**src/rtl/mem_arb_pkg.sv**
```systemverilog
// rtl/mem_arb_pkg.sv - shared encodings and helpers for the SRAM access arbiter
package mem_arb_pkg;

  typedef enum logic [1:0] {
    ST_IDLE = 2'd0,
    ST_PRE  = 2'd1,
    ST_ACC  = 2'd2,
    ST_REC  = 2'd3
  } state_t;

  localparam logic [2:0] MEM_SEL_EPC = 3'b001;
  localparam logic [2:0] MEM_SEL_S1  = 3'b010;
  localparam logic [2:0] MEM_SEL_S2  = 3'b100;

  localparam int REQ_RD  = 0;
  localparam int REQ_EPC = 1;
  localparam int REQ_SNS = 2;
  localparam int NUM_REQ = 3;

  function automatic logic sel_is_bank(input logic [2:0] sel);
    return (sel == MEM_SEL_EPC) || (sel == MEM_SEL_S1) || (sel == MEM_SEL_S2);
  endfunction

  function automatic logic sel_is_sensor(input logic [2:0] sel);
    return (sel == MEM_SEL_S1) || (sel == MEM_SEL_S2);
  endfunction

endpackage

```
**src/rtl/mem_access_arbiter_if.sv**
```systemverilog
// rtl/mem_access_arbiter_if.sv - requester handshakes and SRAM macro pins of the arbiter
interface mem_access_arbiter_if #(
  parameter int ADDR_W = 6,
  parameter int DATA_W = 16
) ();

  logic              rd_req;
  logic [2:0]        rd_sel;
  logic [ADDR_W-1:0] rd_addr;
  logic              rd_valid;
  logic [DATA_W-1:0] rd_data;
  logic              rd_err;

  logic              epc_wr_req;
  logic [ADDR_W-1:0] epc_wr_addr;
  logic [DATA_W-1:0] epc_wr_data;
  logic              epc_wr_done;

  logic              sns_wr_req;
  logic [2:0]        sns_wr_sel;
  logic [ADDR_W-1:0] sns_wr_addr;
  logic [DATA_W-1:0] sns_wr_data;
  logic              sns_wr_done;
  logic              sns_wr_err;

  logic [DATA_W-1:0] mem_read_in;
  logic              PC_B;
  logic              WE;
  logic              SE;
  logic [ADDR_W-1:0] mem_address;
  logic [2:0]        mem_sel;
  logic [DATA_W-1:0] mem_data_out;
  logic              busy;

  modport slave (
    input  rd_req, rd_sel, rd_addr,
    output rd_valid, rd_data, rd_err,
    input  epc_wr_req, epc_wr_addr, epc_wr_data,
    output epc_wr_done,
    input  sns_wr_req, sns_wr_sel, sns_wr_addr, sns_wr_data,
    output sns_wr_done, sns_wr_err,
    input  mem_read_in,
    output PC_B, WE, SE, mem_address, mem_sel, mem_data_out, busy
  );

  modport master (
    output rd_req, rd_sel, rd_addr,
    input  rd_valid, rd_data, rd_err,
    output epc_wr_req, epc_wr_addr, epc_wr_data,
    input  epc_wr_done,
    output sns_wr_req, sns_wr_sel, sns_wr_addr, sns_wr_data,
    input  sns_wr_done, sns_wr_err,
    output mem_read_in,
    input  PC_B, WE, SE, mem_address, mem_sel, mem_data_out, busy
  );

endinterface

```
**src/rtl/mem_arb_prio.sv**
```systemverilog
// rtl/mem_arb_prio.sv - fixed-priority pick with sensor-write starvation override
module mem_arb_prio
  import mem_arb_pkg::*;
#(
  parameter int STARVE_LIMIT = 4
) (
  input  logic               clk,
  input  logic               reset,
  input  logic [NUM_REQ-1:0] req,
  input  logic               take,
  output logic [NUM_REQ-1:0] grant
);

  localparam int CNT_W = $clog2(STARVE_LIMIT + 1);

  logic [CNT_W-1:0] starve_cnt;
  logic             starved;

  assign starved = (starve_cnt == CNT_W'(STARVE_LIMIT));

  always_comb begin
    grant = '0;
    if (req[REQ_SNS] && starved) begin
      grant[REQ_SNS] = 1'b1;
    end else if (req[REQ_RD]) begin
      grant[REQ_RD] = 1'b1;
    end else if (req[REQ_EPC]) begin
      grant[REQ_EPC] = 1'b1;
    end else if (req[REQ_SNS]) begin
      grant[REQ_SNS] = 1'b1;
    end
  end

  // Only grants made while a sensor write waits count toward forcing it.
  always_ff @(posedge clk) begin
    if (reset) begin
      starve_cnt <= '0;
    end else if (!req[REQ_SNS]) begin
      starve_cnt <= '0;
    end else if (take && (grant != '0)) begin
      if (grant[REQ_SNS]) begin
        starve_cnt <= '0;
      end else if (!starved) begin
        starve_cnt <= starve_cnt + CNT_W'(1);
      end
    end
  end

endmodule

```
**src/rtl/mem_access_arbiter.sv**
```systemverilog
// rtl/mem_access_arbiter.sv - sole owner of the SRAM macro; sequences precharge, access, recovery
module mem_access_arbiter
  import mem_arb_pkg::*;
#(
  parameter int ADDR_W       = 6,
  parameter int DATA_W       = 16,
  parameter int ACC_CYCLES   = 1,
  parameter int STARVE_LIMIT = 4
) (
  input  logic                 clk,
  input  logic                 reset,
  mem_access_arbiter_if.slave  bus
);

  localparam int ACC_W = (ACC_CYCLES > 1) ? $clog2(ACC_CYCLES) : 1;

  state_t              state;
  state_t              state_nxt;
  logic [NUM_REQ-1:0]  req;
  logic [NUM_REQ-1:0]  grant;
  logic [NUM_REQ-1:0]  cur;
  logic                cur_err;
  logic [ACC_W-1:0]    acc_cnt;
  logic                acc_last;
  logic                take;

  logic [2:0]          win_sel;
  logic [ADDR_W-1:0]   win_addr;
  logic [DATA_W-1:0]   win_data;
  logic                win_err;

  assign req      = {bus.sns_wr_req, bus.epc_wr_req, bus.rd_req};
  assign take     = (state == ST_IDLE);
  assign acc_last = (acc_cnt == ACC_W'(ACC_CYCLES - 1));

  mem_arb_prio #(
    .STARVE_LIMIT(STARVE_LIMIT)
  ) u_prio (
    .clk   (clk),
    .reset (reset),
    .req   (req),
    .take  (take),
    .grant (grant)
  );

  always_comb begin
    win_sel  = '0;
    win_addr = '0;
    win_data = '0;
    win_err  = 1'b0;
    if (grant[REQ_RD]) begin
      win_sel  = bus.rd_sel;
      win_addr = bus.rd_addr;
      win_err  = !sel_is_bank(bus.rd_sel);
    end else if (grant[REQ_EPC]) begin
      win_sel  = MEM_SEL_EPC;
      win_addr = bus.epc_wr_addr;
      win_data = bus.epc_wr_data;
    end else if (grant[REQ_SNS]) begin
      win_sel  = bus.sns_wr_sel;
      win_addr = bus.sns_wr_addr;
      win_data = bus.sns_wr_data;
      win_err  = !sel_is_sensor(bus.sns_wr_sel);
    end
  end

  always_comb begin
    state_nxt       = state;
    bus.PC_B        = 1'b1;
    bus.WE          = 1'b0;
    bus.SE          = 1'b0;
    bus.busy        = (state != ST_IDLE);
    bus.rd_valid    = 1'b0;
    bus.rd_err      = 1'b0;
    bus.epc_wr_done = 1'b0;
    bus.sns_wr_done = 1'b0;
    bus.sns_wr_err  = 1'b0;
    unique case (state)
      ST_IDLE: begin
        // Illegal selects skip the macro entirely and only report the error.
        if (grant != '0) state_nxt = win_err ? ST_REC : ST_PRE;
      end
      ST_PRE: begin
        bus.PC_B  = 1'b0;
        state_nxt = ST_ACC;
      end
      ST_ACC: begin
        bus.SE = cur[REQ_RD];
        bus.WE = !cur[REQ_RD];
        if (acc_last) state_nxt = ST_REC;
      end
      ST_REC: begin
        bus.rd_valid    = cur[REQ_RD];
        bus.rd_err      = cur[REQ_RD] & cur_err;
        bus.epc_wr_done = cur[REQ_EPC];
        bus.sns_wr_done = cur[REQ_SNS];
        bus.sns_wr_err  = cur[REQ_SNS] & cur_err;
        state_nxt       = ST_IDLE;
      end
      default: state_nxt = ST_IDLE;
    endcase
  end

  always_ff @(posedge clk) begin
    if (reset) begin
      state            <= ST_IDLE;
      cur              <= '0;
      cur_err          <= 1'b0;
      acc_cnt          <= '0;
      bus.mem_address  <= '0;
      bus.mem_sel      <= '0;
      bus.mem_data_out <= '0;
      bus.rd_data      <= '0;
    end else begin
      state   <= state_nxt;
      acc_cnt <= (state == ST_ACC) ? acc_cnt + ACC_W'(1) : '0;
      if (take && (grant != '0)) begin
        cur     <= grant;
        cur_err <= win_err;
        if (!win_err) begin
          bus.mem_address <= win_addr;
          bus.mem_sel     <= win_sel;
          if (!grant[REQ_RD]) bus.mem_data_out <= win_data;
        end
      end
      if ((state == ST_ACC) && acc_last && cur[REQ_RD]) begin
        bus.rd_data <= bus.mem_read_in;
      end
    end
  end

endmodule

```
**src/flat_wrapper.sv**
```systemverilog
// flat-port wrapper written by rule: the top's interface ports become plain ports
module mem_access_arbiter_flat import mem_arb_pkg::*;
#(
  parameter int ADDR_W       = 6,
  parameter int DATA_W       = 16,
  parameter int ACC_CYCLES   = 1,
  parameter int STARVE_LIMIT = 4
)
  (clk, reset, bus_rd_req, bus_rd_sel, bus_rd_addr, bus_rd_valid, bus_rd_data, bus_rd_err, bus_epc_wr_req, bus_epc_wr_addr, bus_epc_wr_data, bus_epc_wr_done, bus_sns_wr_req, bus_sns_wr_sel, bus_sns_wr_addr, bus_sns_wr_data, bus_sns_wr_done, bus_sns_wr_err, bus_mem_read_in, bus_PC_B, bus_WE, bus_SE, bus_mem_address, bus_mem_sel, bus_mem_data_out, bus_busy);
  mem_access_arbiter_if #(.ADDR_W(ADDR_W), .DATA_W(DATA_W)) bus_i ();
  input  logic clk;
  input  logic reset;
  input wire logic [$bits(bus_i.rd_req)-1:0] bus_rd_req;
  input wire logic [$bits(bus_i.rd_sel)-1:0] bus_rd_sel;
  input wire logic [$bits(bus_i.rd_addr)-1:0] bus_rd_addr;
  output wire logic [$bits(bus_i.rd_valid)-1:0] bus_rd_valid;
  output wire logic [$bits(bus_i.rd_data)-1:0] bus_rd_data;
  output wire logic [$bits(bus_i.rd_err)-1:0] bus_rd_err;
  input wire logic [$bits(bus_i.epc_wr_req)-1:0] bus_epc_wr_req;
  input wire logic [$bits(bus_i.epc_wr_addr)-1:0] bus_epc_wr_addr;
  input wire logic [$bits(bus_i.epc_wr_data)-1:0] bus_epc_wr_data;
  output wire logic [$bits(bus_i.epc_wr_done)-1:0] bus_epc_wr_done;
  input wire logic [$bits(bus_i.sns_wr_req)-1:0] bus_sns_wr_req;
  input wire logic [$bits(bus_i.sns_wr_sel)-1:0] bus_sns_wr_sel;
  input wire logic [$bits(bus_i.sns_wr_addr)-1:0] bus_sns_wr_addr;
  input wire logic [$bits(bus_i.sns_wr_data)-1:0] bus_sns_wr_data;
  output wire logic [$bits(bus_i.sns_wr_done)-1:0] bus_sns_wr_done;
  output wire logic [$bits(bus_i.sns_wr_err)-1:0] bus_sns_wr_err;
  input wire logic [$bits(bus_i.mem_read_in)-1:0] bus_mem_read_in;
  output wire logic [$bits(bus_i.PC_B)-1:0] bus_PC_B;
  output wire logic [$bits(bus_i.WE)-1:0] bus_WE;
  output wire logic [$bits(bus_i.SE)-1:0] bus_SE;
  output wire logic [$bits(bus_i.mem_address)-1:0] bus_mem_address;
  output wire logic [$bits(bus_i.mem_sel)-1:0] bus_mem_sel;
  output wire logic [$bits(bus_i.mem_data_out)-1:0] bus_mem_data_out;
  output wire logic [$bits(bus_i.busy)-1:0] bus_busy;
  assign bus_i.rd_req = bus_rd_req;
  assign bus_i.rd_sel = bus_rd_sel;
  assign bus_i.rd_addr = bus_rd_addr;
  assign bus_rd_valid = bus_i.rd_valid;
  assign bus_rd_data = bus_i.rd_data;
  assign bus_rd_err = bus_i.rd_err;
  assign bus_i.epc_wr_req = bus_epc_wr_req;
  assign bus_i.epc_wr_addr = bus_epc_wr_addr;
  assign bus_i.epc_wr_data = bus_epc_wr_data;
  assign bus_epc_wr_done = bus_i.epc_wr_done;
  assign bus_i.sns_wr_req = bus_sns_wr_req;
  assign bus_i.sns_wr_sel = bus_sns_wr_sel;
  assign bus_i.sns_wr_addr = bus_sns_wr_addr;
  assign bus_i.sns_wr_data = bus_sns_wr_data;
  assign bus_sns_wr_done = bus_i.sns_wr_done;
  assign bus_sns_wr_err = bus_i.sns_wr_err;
  assign bus_i.mem_read_in = bus_mem_read_in;
  assign bus_PC_B = bus_i.PC_B;
  assign bus_WE = bus_i.WE;
  assign bus_SE = bus_i.SE;
  assign bus_mem_address = bus_i.mem_address;
  assign bus_mem_sel = bus_i.mem_sel;
  assign bus_mem_data_out = bus_i.mem_data_out;
  assign bus_busy = bus_i.busy;
  mem_access_arbiter #(.ADDR_W(ADDR_W), .DATA_W(DATA_W), .ACC_CYCLES(ACC_CYCLES), .STARVE_LIMIT(STARVE_LIMIT)) u_core (.clk(clk), .reset(reset), .bus(bus_i));
endmodule
```
**config.mk**
```make
export PLATFORM = sky130hd
export DESIGN_NAME = mem_access_arbiter_flat
export DESIGN_NICKNAME = d
export VERILOG_FILES = /design/src/rtl/mem_arb_pkg.sv /design/src/rtl/mem_access_arbiter_if.sv /design/src/rtl/mem_arb_prio.sv /design/src/rtl/mem_access_arbiter.sv /design/src/flat_wrapper.sv
export SDC_FILE = /design/constraint.sdc
export NUM_CORES = 1
export LEC_CHECK = 0
export CORE_MARGIN = 4
export CORE_UTILIZATION = 44
export CTS_CLUSTER_SIZE = 12
export DETAILED_ROUTE_END_ITERATION = 12
export PLACE_DENSITY = 0.87
export REMOVE_ABC_BUFFERS = 1
export SLEW_MARGIN = 20
export SYNTH_ARGS = -nofsm -noshare
export SYNTH_HDL_FRONTEND = slang
export SYNTH_SLANG_ARGS = --single-unit
```
**constraint.sdc**
```tcl
create_clock -name clk -period 2.85 [get_ports clk]
set_input_delay 0.855 -clock clk [delete_from_list [all_inputs] [get_ports clk]]
set_output_delay 0.855 -clock clk [all_outputs]
set_load 0.02 [all_outputs]
```
Word-level counts from Yosys, hierarchy flattened --
Cells that the tools add are included. Widths: inputs -> output; s select.
Storage, ports and cells: register bits after elaboration 51, output and inout port bits 50
Operators by class: add/sub/neg operators 2, equality and inequality tests 12, muxes and demuxes 32, bitwise gates (word level) 7, reduce and logical (&&, ||, !) cells 19
Operator list (count):
- $mux 16 | 2
- $mux 6 | 3
- $mux 1 | 16
- $mux 3 | 5
- $mux 2 | 5
- $eq 3x3->1 const B | 3
- $pmux 2 s4 | 1
- $eq 3x2->1 const B | 2
- $reduce_and 2->1 | 3
- $not 1->1 | 5
- $eq 2x2->1 const B | 2
- $logic_and 1x1->1 | 4
- $ne 2x2->1 const B | 2
- $reduce_or 2->1 | 2
- $add 3x1->3 const B | 1
- $eq 3x1->1 const B | 1
- $logic_not 1->1 | 3
- $logic_or 1x1->1 | 3
- $reduce_and 3->1 | 1
- $reduce_bool 3->1 | 1
- $and 1x1->1 | 2
- $eq 2x1->1 const B | 1
- $logic_not 2->1 | 1
- $ne 2x1->1 const B | 1
- 2 further kinds | 2

Longest topological paths before layout --
Gate-level depths: netlist of the first run.
depth after elaboration 10, mapped depth 9

Modules after synthesis --
A second synthesis of the first run with hierarchy kept.
Second synthesis, totals: cell total of the unflattened synthesis 279, area total of the unflattened synthesis 2476.1 um^2
Modules (own cells, without submodules):
- mem_access_arbiter | instances 1, cells each 256, area an instance 2272.2 um^2, sequential area each 960.9 um^2
- mem_arb_prio | instances 1, cells each 23, area an instance 203.9 um^2, sequential area each 60.1 um^2

Worst setup path after synthesis of the first run --
OpenSTA, ideal clock, no wires.
path type input-to-reg, from in bus_rd_req, to reg u_core.bus.mem_data_out[1], library setup time 0.089 ns, arrival time 1.968 ns, required time 2.761 ns, slack 0.793 ns, stages 7, path buffers 3, cell sequence buf_6 -> o2bb2ai_4 -> o211ai_4 -> and3_1 -> buf_6 -> buf_6 -> a311oi_2
Between the ends: word-level cells in the longest chain between the ends 7, elaborated cells on any way between the ends 14, those cells by class 9 x mux; 2 x bitwise; 3 x reduce/logical
Ends and longest elaborated chain:
- from (decl) | line flat_wrapper.sv:13 | input wire logic [$bits(bus_i.rd_req)-1:0] bus_rd_req;
- $mux 2 | line mem_arb_prio.sv:25 | end else if (req[REQ_RD]) begin
- $mux 1 | line mem_arb_prio.sv:23 | if (req[REQ_SNS] && starved) begin
- $mux 1 | line mem_access_arbiter.sv:59 | end else if (grant[REQ_SNS]) begin
- $mux 1 | line mem_access_arbiter.sv:55 | end else if (grant[REQ_EPC]) begin
- $mux 1 | line mem_access_arbiter.sv:51 | if (grant[REQ_RD]) begin
- $not 1->1 (no line)
- $reduce_and 3->1 (no line)
- to (signal assigned) | line mem_access_arbiter.sv:123 | if (!grant[REQ_RD]) bus.mem_data_out <= win_data;
- to (decl) | line mem_access_arbiter_if.sv:43 | output PC_B, WE, SE, mem_address, mem_sel, mem_data_out, busy
Parallel ways exist; a longest one is shown, timed or not. A chain may end at the register's enable or synchronous reset.

Worst setup path in the final report of the first run --
from reg u_core.state[0], to out bus_WE
Between the ends: word-level cells in the longest chain between the ends 2
Ends and longest elaborated chain:
- from (decl) | line mem_access_arbiter.sv:17 | state_t state;
- from (signal assigned) | line mem_access_arbiter.sv:115 | state <= state_nxt;
- $eq 2x2->1 | line mem_access_arbiter.sv:78 | unique case (state)
- $mux 1 | line mem_access_arbiter.sv:78
- to (decl) | line flat_wrapper.sv:31 | output wire logic [$bits(bus_i.WE)-1:0] bus_WE;
No other way between the ends.

==> results.cfg, run 1 <==
[synth]
synth_xor_area_frac = 0.00683
synth_top_family_by_area = compound AO/OA/AOI/OAI gates
synth_simple_gate_area_frac = 0.204
synth-edff-count = 0
async_flop_share = 0
syn_inst = 298
yosys_register_bits = 51
ys_top_cells_by_area = dfxtp_1 40%, nand2_1 8.2%, a311oi_2 5.9%, a31oi_1 5.9%, nand3_1 5.9%
synthMuxAreaShare = 0.00390
synth_flop_cell = dfxtp_1
synth_compound_area_frac = 0.285
yosysMostFrequentCell = nand2_1
netlist_area_um2 = 2560
avgSynthCellArea_um2 = 8.60
synth.distinct_cells = 39
synth.largest_area_cell = dfxtp_1
yosys.area_share.adder = 0.0342
ys_warn_count = 0
yosysSeqAreaShare = 0.398
yosysTopAreaCellShare = 0.398
ys_top_cells_by_count = 56 x nand2_1, 51 x dfxtp_1, 30 x nand3_1

[cts]
cts_buffers = 5
clk_pin_slew_ns = 0.08
clockBufferDepth = 2
cts_hold_buf = 0
cts_sinks = 51
cts.repair.resized = 0
cts_root_buf = clkbuf_8
clock_latency_ns = 0.29
cts_max_level = 2
cts_tree = built
post-cts-setup-buffer-count = 0

[sta]
fmax_mhz = 380
min_period_ns = 2.63
finalCritPeriodShare = 0.923
rsz0062_at_grt = false
final-setup-viol-count = 0
timing.hold.ws_ns = 0.457
maxSlewHeadroom = 0.589
tightest_slew_ns = 0.615
finalHoldViolCount = 0
drv_slew = 0
fin_skew_ns = 0.00982

[power_and_ir_drop]
totalPowerFinal_uw = 2860
vdd_drop_max_mv = 0.521
p_leak_uw = 0.00140
power_density_nw_per_um2 = 706

[die]
die_h_um = 84.3
die_x_um = 84.3
fp-row-count = 27
start_util = 0.460
core_um2 = 5570
fp.dieArea_um2 = 7110
ios = 127

[route]
routed_via_density = 5.63
vias = 2775
drc = 0
drt_pre_antenna_iters = 7
routed_wl_um = 8380
ant_nets = 0
wire_per_inst_um = 17.0
drt_iter0_drc = 206

[layout]
fin_nets = 504
synthToLayoutAreaGrowth_pct = 58.2
drive_above_1_share = 0.0950
antenna_cells = 0

[worst_setup_path]
cp.required_ns = 2.00
crit_fanout = 7
end_kind = primary output
critical_path_class = flip-flop to primary output
start_kind = flip-flop
arrival_ns = 1.78

[place]
io_buffers = 126
dp.final_hpwl_um = 6310
globalplace.congestion = 0.892

[min_path]
hp-class = flip-flop to flip-flop

[run_status]
status = completed

[grt]
grt_pass1_vias = 2819
grt_max_degree = 28
grt_overflow_total = 0
antenna_found_initial = 0
gr-usage-all-layers = 0.232
grt_first_pass_wirelength_um = 13600

[flow_run]
drv_cap = 0
worst max-delay path: stages, from the launching register on:
cell and delay (ns):
dfxtp_1 0.35, inv_1 0.11, ha_1 0.27, nor2b_1 0.15, clkdlybuf4s50_1 0.61
metal layers:
layer | track usage | vias to the layer above | routed length [µm] | part of all wire
li1 | - | 1344 | - | -
met1 | 0.292 | 1282 | 3560 | 0.42
met2 | 0.409 | 141 | 4070 | 0.49
met3 | 0.0491 | 8 | 678 | 0.081
met4 | 0.0504 | 0 | 72 | 0.0086
met5 | 0 | - | 0 | 0
flip-flops by register name (all words and copies together) (netlist names):
signal and count:
u_core.u_prio.starve_cnt 3, u_core.cur_err 1, u_core.cur 3, u_core.bus.rd_data 16, u_core.bus.mem_sel 3, u_core.acc_cnt 1, u_core.state 2, u_core.bus.mem_address 6
u_core.bus.mem_data_out 16
layout make-up:
cell class,instances,area (µm²)
fillers,465,1520
repair buffers,143,1410
multi-input cells,211,1370
flip-flops and latches,51,1020
well taps,72,90.1
clock buffers,6,72.6
clock inverters,2,60.1
inverters,8,30.0
metrics by stage:
step / utilization / cell area, µm² / setup WS, ns / cells / setup TNS (ns)
finish: 0.727 / 4060 / 0.218 / 493 / 0
global route: 0.727 / 4060 / 0.106 / 493 / 0
CTS: 0.727 / 4060 / 0.206 / 493 / 0
detailed placement: 0.704 / 3920 / 0.0901 / 485 / 0
global placement: 0.704 / 3920 / 0.183 / 485 / 0
floorplan: - / 2420 / -0.123 / 270 / -1.86
path summary, 6_finish.rpt:
kind / startpoint / to / slack, ns / cells after the start
min reg2reg: u_core.bus.rd_data[11] / u_core.bus.rd_data[11] / 0.46 / 2
min: u_core.bus.rd_data[11] / u_core.bus.rd_data[11] / 0.46 / 2
max reg2reg: u_core.u_prio.starve_cnt[0] / u_core.bus.mem_address[4] / 0.89 / 6
max: u_core.state[0] / bus_WE / 0.22 / 4
placed cells by master (no fill, tap or decap), types with 2 or more instances in the layout:
cell             instances
nand3b_1                 2
clkbuf_8                 5
o21ai_0                  3
dfxtp_1                 51
clkdlybuf4s50_1        125
a21oi_1                 22
bufinv_16                2
nor3_1                   2
and3_1                   5
a311oi_2                10
xnor2_1                  2
nand3_1                 30
a31oi_1                 24
and2_1                   4
nand2_1                 56
buf_4                   15
ha_1                     7
a32oi_1                  7
buf_12                   2
a311oi_1                14
nor2_1                   6
inv_1                    8
logic make-up (layout without fill, tap and decap cells):
family,Yosys count,count (layout)
compound gates,89,89
xor+xnor,2,2
fa+ha+maj,7,7
buf+inv,36,159
flops,51,51
mux,1,1
simple gates,112,112
power breakdown:
group	leakage (µW)	internal, µW	switching, µW
combinational	0.000918	628	696
sequential	0.000417	861	96.2
clock	0.0000654	351	230
Power figures use the tool's default switching activity.
==> run 2: changes to the inputs <==
--- a/config.mk
+++ b/config.mk
@@ -9,6 +9,7 @@
 export CORE_UTILIZATION = 44
 export CTS_CLUSTER_SIZE = 12
 export DETAILED_ROUTE_END_ITERATION = 12
+export GPL_ROUTABILITY_DRIVEN = 1
 export PLACE_DENSITY = 0.87
 export REMOVE_ABC_BUFFERS = 1
 export SLEW_MARGIN = 20
==> results of run 2 <==
Final layout, timing and power as in run 1 (identical DEF).
